### src/rtl/apb_pkg.sv
// Shared types and defaults for the APB-to-memory completer.
//  - apb_state_t : completer FSM encoding (IDLE=0, SETUP=1, ACCESS=2)
//  - ADDR_W_DEF / DATA_W_DEF : default address and data widths
//  - mem_req_t   : memory-bus request bundle at the default widths
package apb_pkg;

    localparam int unsigned ADDR_W_DEF = 8;
    localparam int unsigned DATA_W_DEF = 8;

    typedef enum logic [2:0] {
        IDLE   = 3'd0,
        SETUP  = 3'd1,
        ACCESS = 3'd2
    } apb_state_t;

    typedef struct packed {
        logic                  ce;
        logic                  wren;
        logic                  rden;
        logic [ADDR_W_DEF-1:0] addr;
        logic [DATA_W_DEF-1:0] wdata;
    } mem_req_t;

endpackage

### src/rtl/apb_mem_slave.sv
// APB (v3-style) completer driving a simple synchronous memory bus.
// Ports:
//  clk, rst_n                      clock, asynchronous active-low reset
//  psel, penable, pwrite           APB control
//  paddr, pwdata, prdata, pready   APB address/data/handshake
//  id                              slot strap, 0 = unpopulated (all transfers ignored)
//  uses_sub_ready                  1 = pready follows mem_ready, 0 = zero-wait
//  mem_ce, mem_wren, mem_rden      memory strobes, active only in ACCESS
//  mem_addr, mem_wdata             memory address / write data
//  mem_rdata, mem_ready            memory read data / ready (wait request when low)
module apb_mem_slave
    import apb_pkg::*;
#(
    parameter int unsigned ADDR_W = ADDR_W_DEF,
    parameter int unsigned DATA_W = DATA_W_DEF
) (
    input  logic              clk,
    input  logic              rst_n,
    input  logic              psel,
    input  logic              penable,
    input  logic              pwrite,
    input  logic [ADDR_W-1:0] paddr,
    input  logic [DATA_W-1:0] pwdata,
    output logic [DATA_W-1:0] prdata,
    output logic              pready,
    input  logic [1:0]        id,
    input  logic              uses_sub_ready,
    output logic              mem_ce,
    output logic              mem_wren,
    output logic              mem_rden,
    output logic [ADDR_W-1:0] mem_addr,
    output logic [DATA_W-1:0] mem_wdata,
    input  logic [DATA_W-1:0] mem_rdata,
    input  logic              mem_ready
);

    apb_state_t        state;
    logic [ADDR_W-1:0] addr_r;
    logic [DATA_W-1:0] wdata_r;
    logic              wr_r;
    logic [DATA_W-1:0] prdata_r;
    logic              sel;

    always_ff @(posedge clk or negedge rst_n) begin
        if (!rst_n) begin
            state    <= IDLE;
            addr_r   <= '0;
            wdata_r  <= '0;
            wr_r     <= 1'b0;
            prdata_r <= '0;
        end else begin
            case (state)
                IDLE: begin
                    // sel && penable here is a held ACCESS phase, not a new transfer.
                    if (sel && !penable) begin
                        state <= SETUP;
                    end
                end
                SETUP: begin
                    addr_r  <= paddr;
                    wdata_r <= pwdata;
                    wr_r    <= pwrite;
                    state   <= ACCESS;
                end
                ACCESS: begin
                    if (!sel) begin
                        state <= IDLE;
                    end else if (pready) begin
                        if (!wr_r) begin
                            prdata_r <= mem_rdata;
                        end
                        state <= (sel && !penable) ? SETUP : IDLE;
                    end
                end
                default: state <= IDLE;
            endcase
        end
    end

    always_comb begin
        sel       = psel && (id != 2'd0);
        pready    = (state == ACCESS) && (uses_sub_ready ? mem_ready : 1'b1);
        // Gating with sel makes an aborted transfer drop its strobes in the same cycle.
        mem_ce    = (state == ACCESS) && sel;
        mem_wren  = mem_ce && wr_r;
        mem_rden  = mem_ce && !wr_r;
        // The synchronous memory needs the address one cycle ahead of ACCESS so that
        // read data is already valid in the first ACCESS cycle.
        mem_addr  = (state == SETUP) ? paddr : addr_r;
        mem_wdata = wdata_r;
        prdata    = prdata_r;
    end

endmodule

### config.mk
export PLATFORM = sky130hd
export DESIGN_NAME = apb_mem_slave
export DESIGN_NICKNAME = d
export VERILOG_FILES = /design/src/rtl/apb_pkg.sv /design/src/rtl/apb_mem_slave.sv
export SDC_FILE = /design/constraint.sdc
export NUM_CORES = 1
export LEC_CHECK = 0
export BUFFER_PORTS_ARGS = -buffer_cell sky130_fd_sc_hd__buf_2
export CAP_MARGIN = 20
export CORE_ASPECT_RATIO = 0.75
export CORE_MARGIN = 3
export CORE_UTILIZATION = 46
export DETAILED_ROUTE_END_ITERATION = 8
export GPL_ROUTABILITY_DRIVEN = 0
export PLACE_DENSITY_LB_ADDON = 0.3
export SLEW_MARGIN = 20
export SYNTH_ARGS = -nofsm -noshare
export SYNTH_HDL_FRONTEND = slang
export SYNTH_SLANG_ARGS = --single-unit
### constraint.sdc
create_clock -name clk -period 2.2 [get_ports clk]
set_input_delay 0.22 -clock clk [delete_from_list [all_inputs] [get_ports clk]]
set_output_delay 0.22 -clock clk [all_outputs]
set_load 0.02 [all_outputs]
Word level (Yosys, flattened, before mapping) --
Cells that the tools add are included.
Storage, ports and cells: register bits after elaboration 28, bits of input ports 33, output and inout bits 28, logic and storage cells 29
Operators by class: equality and inequality tests 4, mux-type cells 7, bitwise operators 1, reductions and logical operators 12
Operators by type and width (number):
- $mux W3 | 3
- $pmux W3 S3 | 1
- $mux W8 | 1
- $logic_and A1 B1 Y1 | 6
- $reduce_and A4 Y1 | 1
- $eq A3 B1 Y1 const B | 1
- $eq A3 B2 Y1 const B | 1
- $logic_not A3 Y1 | 1
- $ne A3 B3 Y1 const B | 1
- $logic_not A1 Y1 | 2
- $mux W1 | 2
- $ne A2 B2 Y1 const B | 1
- $reduce_and A2 Y1 | 1
- $reduce_bool A2 Y1 | 1
- $not A1 Y1 | 1

Depth between registers and ports, before layout --
Gate-level depths: netlist of the first run.
depth in word-level cells 7, depth in mapped cells 5, depth with buffers taken out 4

Worst setup path before layout of the first run --
No wires, ideal clock.
path type register to output, start register state[0], end output port mem_addr[0], arrival 1.351 ns, required time 1.980 ns, path slack 0.629 ns, stages on the path, launching flop included 5, path buffers 1, cell sequence dfrtp_1 inv_2 nor2_2 buf_2 mux2_2
On the way: longest elaborated chain between the ends 2
RTL lines:
- from (decl) | line apb_mem_slave.sv:37 | apb_state_t state;
- from (signal assigned) | line apb_mem_slave.sv:72 | state <= (sel && !penable) ? SETUP : IDLE;
- $eq A3 B1 Y1 | line apb_mem_slave.sv:89 | mem_addr = (state == SETUP) ? paddr : addr_r;
- $mux W8 | line apb_mem_slave.sv:89
- to (decl) | line apb_mem_slave.sv:31 | output logic [ADDR_W-1:0] mem_addr,
No other way between the ends.

Worst setup path in the final report of the first run --
Same ends and word-level chain as after synthesis.

==> impl_metrics.py, run 1 <==
metrics = {
    "status": {
        "outcome": "finished, final reports clean",
    },
    "layout": {
        "nets": 165,
        "n_antenna_cell": 0,
        "drive_above_1_share": 0.718,
        "area_delta_synth_final_pct": 34.7,
        "fill_cells": 171,
        "final_util": 0.689,
    },
    "critical_path": {
        "critPathArrivalTime_ns": 1.65,
        "reg2reg_slack_ns": 0.51,
        "r2r_start": "state[0]",
        "r2r_cells": 4,
        "reg2reg_to": "prdata[2]",
        "critPathRequiredTime_ns": 1.98,
        "crit_type": "reg2out",
        "worstPathMaxFanout": 14,
        "cp-start-kind": "flip-flop",
        "end_kind": "primary output",
    },
    "power_and_ir_drop": {
        "power_frac_seq": 0.484,
        "clockPowerShare": 0.146,
        "intPower_mw": 0.937,
        "power_density_nw_per_um2": 972,
        "p_sw_mw": 0.483,
        "switching_share": 0.340,
        "leakagePower_nw": 0.783,
        "comb_power_share": 0.370,
        "peakVddDrop_v": 0.000557,
    },
    "clock_tree": {
        "clk_path_buf_depth": 2,
        "root_buffer": "clkbuf_4",
        "cts_max_level": 1,
        "post_cts_buffers": 0,
        "cts_tree": "done",
        "clkLatencyLatePin_ns": 0.33,
        "numClockSinks": 27,
        "cts_made_buffers": 3,
        "path_clk_slew_ns": 0.14,
    },
    "sta": {
        "hold_viol": 0,
        "fin_crit_ns": 1.87,
        "fin_crit_sh": 0.850,
        "setup_violations": 0,
        "finalSetupTns_ns": 0,
        "tightest_slew_ns": 0.581,
        "rsz0062_at_grt": "false",
        "layout_setup_ws_ns": 0.330,
        "final_max_slew_viol_count": 0,
        "fmax_mhz": 535,
        "slew_headroom": 0.612,
        "skew_ns": 0.0127,
    },
    "grt": {
        "overflow": 0,
        "grt_pass1_vias": 778,
        "grt_use_total": 0.156,
        "grt_antenna_before_repair": 0,
        "grt_max_degree": 28,
        "grt_pass1_wl_um": 3240,
    },
    "min_path": {
        "hold_path_startpoint": "penable",
        "whs_path_depth": 2,
        "worstHoldPathType": "in2reg",
        "hold-path-endpoint": "state[0]",
    },
    "synth": {
        "yosysWarnings": 0,
        "syn_avg_cell_area_sq_um": 16.4,
        "syn_nets": 99,
        "post-synth-top-area-cell": "dfrtp_1",
        "yosys-top-cells-area": "dfrtp_1 (62%), mux2_2 (18%), mux2_4 (11%), o2111ai_2 (1.4%), buf_6 (1.0%)",
        "synth_cell_type_count": 17,
        "syn_inst": 66,
        "yosysTopAreaCellShare": 0.623,
        "synth.cell_area_sq_um": 1080,
        "ys_seq_elements": 27,
        "yosysSeqAreaShare": 0.623,
    },
    "floorplan": {
        "dieArea_sq_um": 2980,
        "start_util": 0.512,
        "dieWidth_um": 62.1,
        "fp.dieH_um": 48.1,
        "core_sq_um": 2120,
        "num_rows": 14,
        "io_pins": 61,
    },
    "placement": {
        "dp_hpwl_um": 1750,
        "pre_cts_ws_ns": 0.530,
        "placement.io_buffers": 60,
    },
    "routing": {
        "postRouteAntennaNets": 0,
        "vias_per_cell": 4.79,
        "drt-total-wl_um": 2180,
        "drc": 0,
        "dr.first_iter.drc_count": 20,
        "first_pass_iters": 2,
        "route.vias.total": 781,
        "drt-wirelength-per-cell_um": 13.4,
    },
    "job": {
        "drv_cap": 0,
    },
}
[worst max-delay path, cell delays in order, from the launching register on]
cell and delay, ns:
dfrtp_1 0.38, inv_2 0.06, nor2_2 0.12, buf_4 0.23, mux2_2 0.37, buf_2 0.16
[area by class of cell]
cell class,count,area (sq um),share of cell area
Clock buffer,3,22.5,0.0154
Multi-Input combinational cell,35,385,0.264
Clock inverter,1,5.00,0.00342
Timing Repair Buffer,63,325,0.223
Tap cell,32,40.0,0.0274
Inverter,2,7.51,0.00514
Sequential cell,27,676,0.462
[worst max-delay path by stage]
stage,from,endpoint,slack [ns],cells past startpoint
after floorplan,state[0],mem_addr[0],0.63,4
after global placement,state[0],prdata[4],0.57,4
after detailed placement,state[0],prdata[1],0.53,4
after CTS,state[0],mem_addr[0],0.30,5
after global routing,state[0],mem_addr[2],0.24,5
final,state[0],mem_addr[0],0.33,5
[synth_stat cells]
cell type / number
or3_1: 1
inv_1: 1
buf_2: 1
buf_6: 1
mux2_2: 17
a21o_1: 1
o2111ai_2: 1
nor3b_1: 1
nor2_1: 1
mux2_4: 8
and2_1: 1
a211oi_1: 1
nor2_2: 1
inv_2: 1
nor2b_1: 1
dfrtp_1: 27
o211ai_1: 1
[power groups by stage]
stage | Sequential [mW] | Combinational [mW] | Clock [mW]
final | 0.687 | 0.525 | 0.208
after global routing | 0.704 | 0.563 | 0.233
after CTS | 0.690 | 0.534 | 0.219
after detailed placement | 0.698 | 0.532 | 0
after global placement | 0.692 | 0.519 | 0
after floorplan | 0.803 | 0.228 | 0
[cell usage in the layout, fill, tap and decap left out, types with 2 or more instances in the layout]
cell      netlist  routed
mux2_4          8       8
dfrtp_1        27      27
buf_4           0       2
mux2_2         17      17
buf_2           1      60
clkbuf_4        0       3
[stage by stage]
stage / area (sq um) / total power [mW] / cells / hold WS, ns
5_1_grt: 1460 / 1.50 / 163 / 0.00843
2_1_floorplan: 1080 / 1.03 / 66 / -0.0756
6_report: 1460 / 1.42 / 163 / 0.0282
3_5_place_dp: 1420 / 1.23 / 158 / 0.252
4_1_cts: 1460 / 1.44 / 163 / 0.0122
3_3_place_gp: 1420 / 1.21 / 158 / 0.250
[layer usage]
| metal | vias to the layer above | share of wire | track usage |
|---|---|---|---|
| li1 | 365 | - | - |
| met1 | 378 | 0.41 | 0.167 |
| met2 | 34 | 0.50 | 0.281 |
| met3 | 4 | 0.087 | 0.0593 |
| met4 | 0 | 0.0087 | 0.0636 |
| met5 | - | 0 | 0 |
[state kept, by name (all words and copies together), names as in the netlist]
signal / flops
wr_r: 1
prdata: 8
state: 2
mem_wdata: 8
addr_r: 8
[logic make-up (layout without fill, tap and decap cells)]
kind of cell / Yosys count / after routing / share of synthesized area
DFF: 27 / 27 / 0.623
muxes: 25 / 25 / 0.287
and+or+nand+nor: 6 / 6 / 0.0335
AOI/OAI and AO/OA: 4 / 4 / 0.0346
buffers and inverters: 4 / 69 / 0.0219
[what timing repair did]
| item | in CTS | in global routing |
|---|---|---|
| resized for setup | 0 | 0 |
| endpoints found under the hold margin | 27 | 0 |
| hold buffers | 1 | 0 |
Note: power is estimated with default switching activity, not from simulation.
==> run 2, diff against run 1 <==
CORE_UTILIZATION = 43   (was 46)
clock period = 1.9 ns   (was 2.2 ns; I/O delays follow)
==> impl_metrics.py, run 2 (same netlist as run 1, synthesis figures left out) <==
metrics = {
    "layout": {
        "nets": 165,
        "stdcell_area_sq_um": 1470,
        "area_delta_synth_final_pct": 35.5,
        "layout_commonest_cell": "buf_2",
        "drive_above_1_share": 0.710,
        "layout_common_cells": "buf_2 (60), dfrtp_1 (27), mux2_2 (17)",
        "n_antenna_cell": 0,
    },
    "grt": {
        "grt_pass1_vias": 715,
        "grt_max_degree": 28,
        "grt_pass1_wl_um": 3370,
        "grt_antenna_before_repair": 0,
        "overflow": 0,
        "grt_use_total": 0.141,
    },
    "sta": {
        "slew_headroom": 0.614,
        "rsz0062_at_grt": "false",
        "setup_violations": 0,
        "fmax_mhz": 553,
        "tightest_slew_ns": 0.579,
        "finalSetupTns_ns": 0,
        "final_max_slew_viol_count": 0,
        "fin_crit_ns": 1.81,
        "hold_viol": 0,
        "fin_crit_sh": 0.951,
        "skew_ns": 0.00930,
        "holdWs_ns": 0.0838,
    },
    "placement": {
        "postPlaceCellArea_sq_um": 1420,
        "placement.io_buffers": 60,
        "dp_hpwl_um": 1680,
    },
    "routing": {
        "highest_layer": "met4",
        "vias_per_cell": 4.65,
        "first_pass_iters": 4,
        "postRouteAntennaNets": 0,
        "route.vias.total": 768,
        "drt-total-wl_um": 2160,
        "drc": 0,
        "drt-wirelength-per-cell_um": 13.1,
        "dr.first_iter.drc_count": 52,
        "route.met3.wl_um": 192,
        "wl_met2_um": 1080,
        "wl_met1_um": 865,
    },
    "power_and_ir_drop": {
        "leakagePower_nw": 0.783,
        "total_power_mw": 1.64,
        "power_density_nw_per_um2": 1120,
        "peakVddDrop_v": 0.000610,
    },
    "critical_path": {
        "end_kind": "primary output",
        "reg2reg_to": "prdata[5]",
        "critPathArrivalTime_ns": 1.62,
        "r2r_start": "state[0]",
        "r2r_cells": 4,
        "reg2reg_slack_ns": 0.17,
        "cp-start-kind": "flip-flop",
        "critPathRequiredTime_ns": 1.71,
        "worstPathMaxFanout": 18,
        "crit_type": "reg2out",
    },
    "job": {
        "drv_cap": 0,
    },
    "clock_tree": {
        "clk_path_buf_depth": 2,
        "root_buffer": "clkbuf_4",
        "post_cts_buffers": 0,
        "cts_max_level": 1,
        "clkLatencyLatePin_ns": 0.32,
        "cts_made_buffers": 3,
        "numClockSinks": 27,
        "cts_tree": "done",
        "path_clk_slew_ns": 0.14,
    },
    "min_path": {
        "whs_path_depth": 2,
        "hold_path_startpoint": "mem_rdata[1]",
        "hold-path-endpoint": "prdata[1]",
        "worstHoldPathType": "in2reg",
    },
    "floorplan": {
        "fp.dieH_um": 49.5,
        "num_rows": 15,
        "start_util": 0.462,
        "core_sq_um": 2350,
        "dieArea_sq_um": 3170,
        "dieWidth_um": 64.0,
        "io_pins": 61,
    },
    "status": {
        "outcome": "finished, final reports clean",
    },
}
## run 2: cell count changes in the layout (fill, tap and decap cells not counted)
cell           change
buf_6              +1
buf_4              -2
dlygate4sd3_1      +1
## run 2: metal layers
layer	vias to the layer above	global-route usage
met5	-	0
met3	2	0.0501
met1	368	0.177
met2	37	0.226
met4	0	0.0430
li1	361	-
## run 2: what timing repair did
| item | 4_1_cts | 5_1_grt |
|---|---|---|
| hold endpoints to repair | 28 | 0 |
| endpoints found under the setup margin | 0 | 8 |
| hold buffers | 2 | 0 |
| resized for setup | 0 | 1 |
## run 2: worst max-delay path by stage
| stage | startpoint | endpoint | cells after the start |
|---|---|---|---|
| 2_1_floorplan | state[0] | mem_addr[0] | 4 |
| 3_3_place_gp | state[0] | prdata[4] | 4 |
| 3_5_place_dp | state[0] | prdata[2] | 4 |
| 4_1_cts | state[0] | mem_addr[5] | 5 |
| 5_1_grt | state[0] | mem_addr[4] | 5 |
| 6_report | state[0] | mem_addr[5] | 5 |
## run 2: metrics by stage
stage	utilization	setup slack (ns)	cells
2_1_floorplan	-	0.359	66
3_3_place_gp	0.605	0.272	159
3_5_place_dp	0.605	0.200	159
4_1_cts	0.625	0.0228	165
5_1_grt	0.627	0.00187	165
6_report	0.627	0.0926	165
## run 2: worst max-delay path, stage by stage (launching register included)
cell	delay, ns
dfrtp_1	0.39
inv_2	0.06
nor2_2	0.11
buf_6	0.20
mux2_2	0.37
buf_2	0.16
## run 2: cell type report
cell class	count	area [sq um]
clock buffers	3	22.5
clock inverters	1	5.00
flip-flops and latches	27	676
inverters	2	7.51
fillers	200	876
well taps	34	42.5
repair buffers	63	332
multi-input cells	35	385
## run 2: where the power goes
group / switching [mW] / internal (mW)
registers: 0.0661 / 0.725
logic: 0.328 / 0.282
clock network: 0.161 / 0.0788
total: 0.554 / 1.09
==> run 3, diff against run 2 <==
PLACE_DENSITY = 0.75   (was unset)
PLACE_DENSITY_LB_ADDON = unset   (was 0.3)
==> impl_metrics.py, run 3 (same netlist as run 1, synthesis figures left out) <==
metrics = {
    "placement": {
        "pre_cts_ws_ns": 0.196,
        "dp.cells": 160,
        "placement.io_buffers": 60,
        "dp_hpwl_um": 1690,
    },
    "sta": {
        "fin_crit_sh": 0.946,
        "tightest_slew_ns": 0.573,
        "slew_headroom": 0.618,
        "rsz0062_at_grt": "false",
        "skew_ns": 0.00229,
        "fin_crit_ns": 1.80,
        "hold_viol": 0,
        "final_max_slew_viol_count": 0,
        "finalSetupTns_ns": 0,
        "setup_violations": 0,
        "layout_setup_ws_ns": 0.102,
        "fmax_mhz": 556,
    },
    "layout": {
        "n_antenna_cell": 0,
        "layoutNonFillerInstCount": 166,
        "layout_common_cells": "buf_2 (60), dfrtp_1 (27), mux2_2 (17)",
        "layout_commonest_cell": "buf_2",
        "area_delta_synth_final_pct": 36.6,
        "drive_above_1_share": 0.705,
        "multi_input_area_sq_um": 390,
        "nets": 166,
        "fill_cells": 188,
        "seqCellArea_sq_um": 676,
    },
    "power_and_ir_drop": {
        "leakagePower_nw": 0.786,
        "peakVddDrop_v": 0.000554,
        "clockPowerShare": 0.144,
        "comb_power_share": 0.373,
        "intPower_mw": 1.09,
        "p_sw_mw": 0.548,
        "switching_share": 0.334,
        "power_frac_seq": 0.484,
        "power_density_nw_per_um2": 1110,
    },
    "grt": {
        "grt_max_degree": 28,
        "grt_pass1_wl_um": 3590,
        "overflow": 0,
        "grt_pass1_vias": 826,
        "grt_antenna_before_repair": 0,
        "grt_use_total": 0.146,
    },
    "critical_path": {
        "end_kind": "primary output",
        "critPathLaunch": "state[1]",
        "r2r_cells": 4,
        "crit_slowest_cell": "dfrtp_1",
        "reg2reg_slack_ns": 0.15,
        "cp-start-kind": "flip-flop",
        "path_cells": "nor2_4, buf_6, mux2_2, buf_2",
        "critPathRequiredTime_ns": 1.71,
        "crit_type": "reg2out",
        "worstPathMaxFanout": 10,
        "cpPeakStageDelay_ns": 0.46,
        "crit_end": "mem_addr[6]",
        "critPathArrivalTime_ns": 1.61,
        "reg2reg_to": "prdata[5]",
        "r2r_start": "state[0]",
    },
    "floorplan": {
        "start_util": 0.462,
        "io_pins": 61,
        "dieArea_sq_um": 3170,
        "fp.dieH_um": 49.5,
        "dieWidth_um": 64.0,
        "core_sq_um": 2350,
        "num_rows": 15,
    },
    "routing": {
        "route.vias.total": 771,
        "dr.first_iter.drc_count": 19,
        "drc": 0,
        "drt-total-wl_um": 2150,
        "postRouteAntennaNets": 0,
        "first_pass_iters": 4,
        "vias_per_cell": 4.64,
        "drt-wirelength-per-cell_um": 12.9,
    },
    "clock_tree": {
        "cts_tree": "done",
        "cts_made_buffers": 3,
        "numClockSinks": 27,
        "clkLatencyLatePin_ns": 0.31,
        "cts_max_level": 1,
        "path_clk_slew_ns": 0.13,
        "root_buffer": "clkbuf_4",
        "clk_path_buf_depth": 2,
        "post_cts_buffers": 0,
    },
    "min_path": {
        "worstHoldPathType": "in2reg",
    },
    "job": {
        "drv_cap": 0,
    },
    "status": {
        "outcome": "finished, final reports clean",
    },
}
## run 3: power groups by stage
stage	registers, mW	clock network, mW	logic (mW)
4_1_cts	0.794	0.248	0.618
6_report	0.792	0.236	0.610
2_1_floorplan	0.930	0	0.264
3_5_place_dp	0.805	0	0.613
3_3_place_gp	0.800	0	0.601
5_1_grt	0.813	0.279	0.653
## run 3: routing by layer
metal / up-vias / routed length, um / track usage
met2: 39 / 1010 / 0.256
met3: 2 / 217 / 0.0547
met4: 0 / 17 / 0.0430
met5: - / 0 / 0
met1: 369 / 899 / 0.165
li1: 361 / - / -
## run 3: layout make-up
type,count,share of cell area
timing repair buffer,64,0.229
multi-input combinational,35,0.264
tap,34,0.0287
sequential,27,0.456
clock buffer,4,0.0177
inverter,2,0.00507
## run 3: worst max-delay path, delay by kind of cell, from the launching register on
kind,cells,cell delay [ns]
AND/OR/NAND/NOR,1,0.15
multiplexers,1,0.35
flip-flops,1,0.46
buffers and inverters,2,0.33
## run 3: through the flow
step / total power [mW] / cell area [sq um] / utilization / hold WS, ns
after CTS: 1.66 / 1480 / 0.629 / 0.0854
after floorplan: 1.19 / 1080 / - / -0.106
final: 1.64 / 1480 / 0.631 / 0.0975
after detailed placement: 1.42 / 1430 / 0.608 / 0.224
after global placement: 1.40 / 1430 / 0.608 / 0.219
after global routing: 1.75 / 1480 / 0.631 / 0.0680
## run 3: what timing repair did
item | CTS | global route
setup endpoints to repair | 1 | 6
gates resized for setup | 1 | 1
endpoints found under the hold margin | 28 | 0
hold buffers | 2 | 0
## run 3: worst min path at each step
| stage | startpoint | to | slack, ns | cells after the start |
|---|---|---|---|---|
| floorplan | rst_n | addr_r[0] | -0.11 | 0 |
| detailed placement | rst_n | prdata[1] | 0.22 | 1 |
| global placement | rst_n | prdata[1] | 0.22 | 1 |
| finish | mem_rdata[6] | prdata[6] | 0.1 | 2 |
| global route | mem_rdata[1] | prdata[1] | 0.07 | 2 |
| CTS | mem_rdata[1] | prdata[1] | 0.09 | 2 |
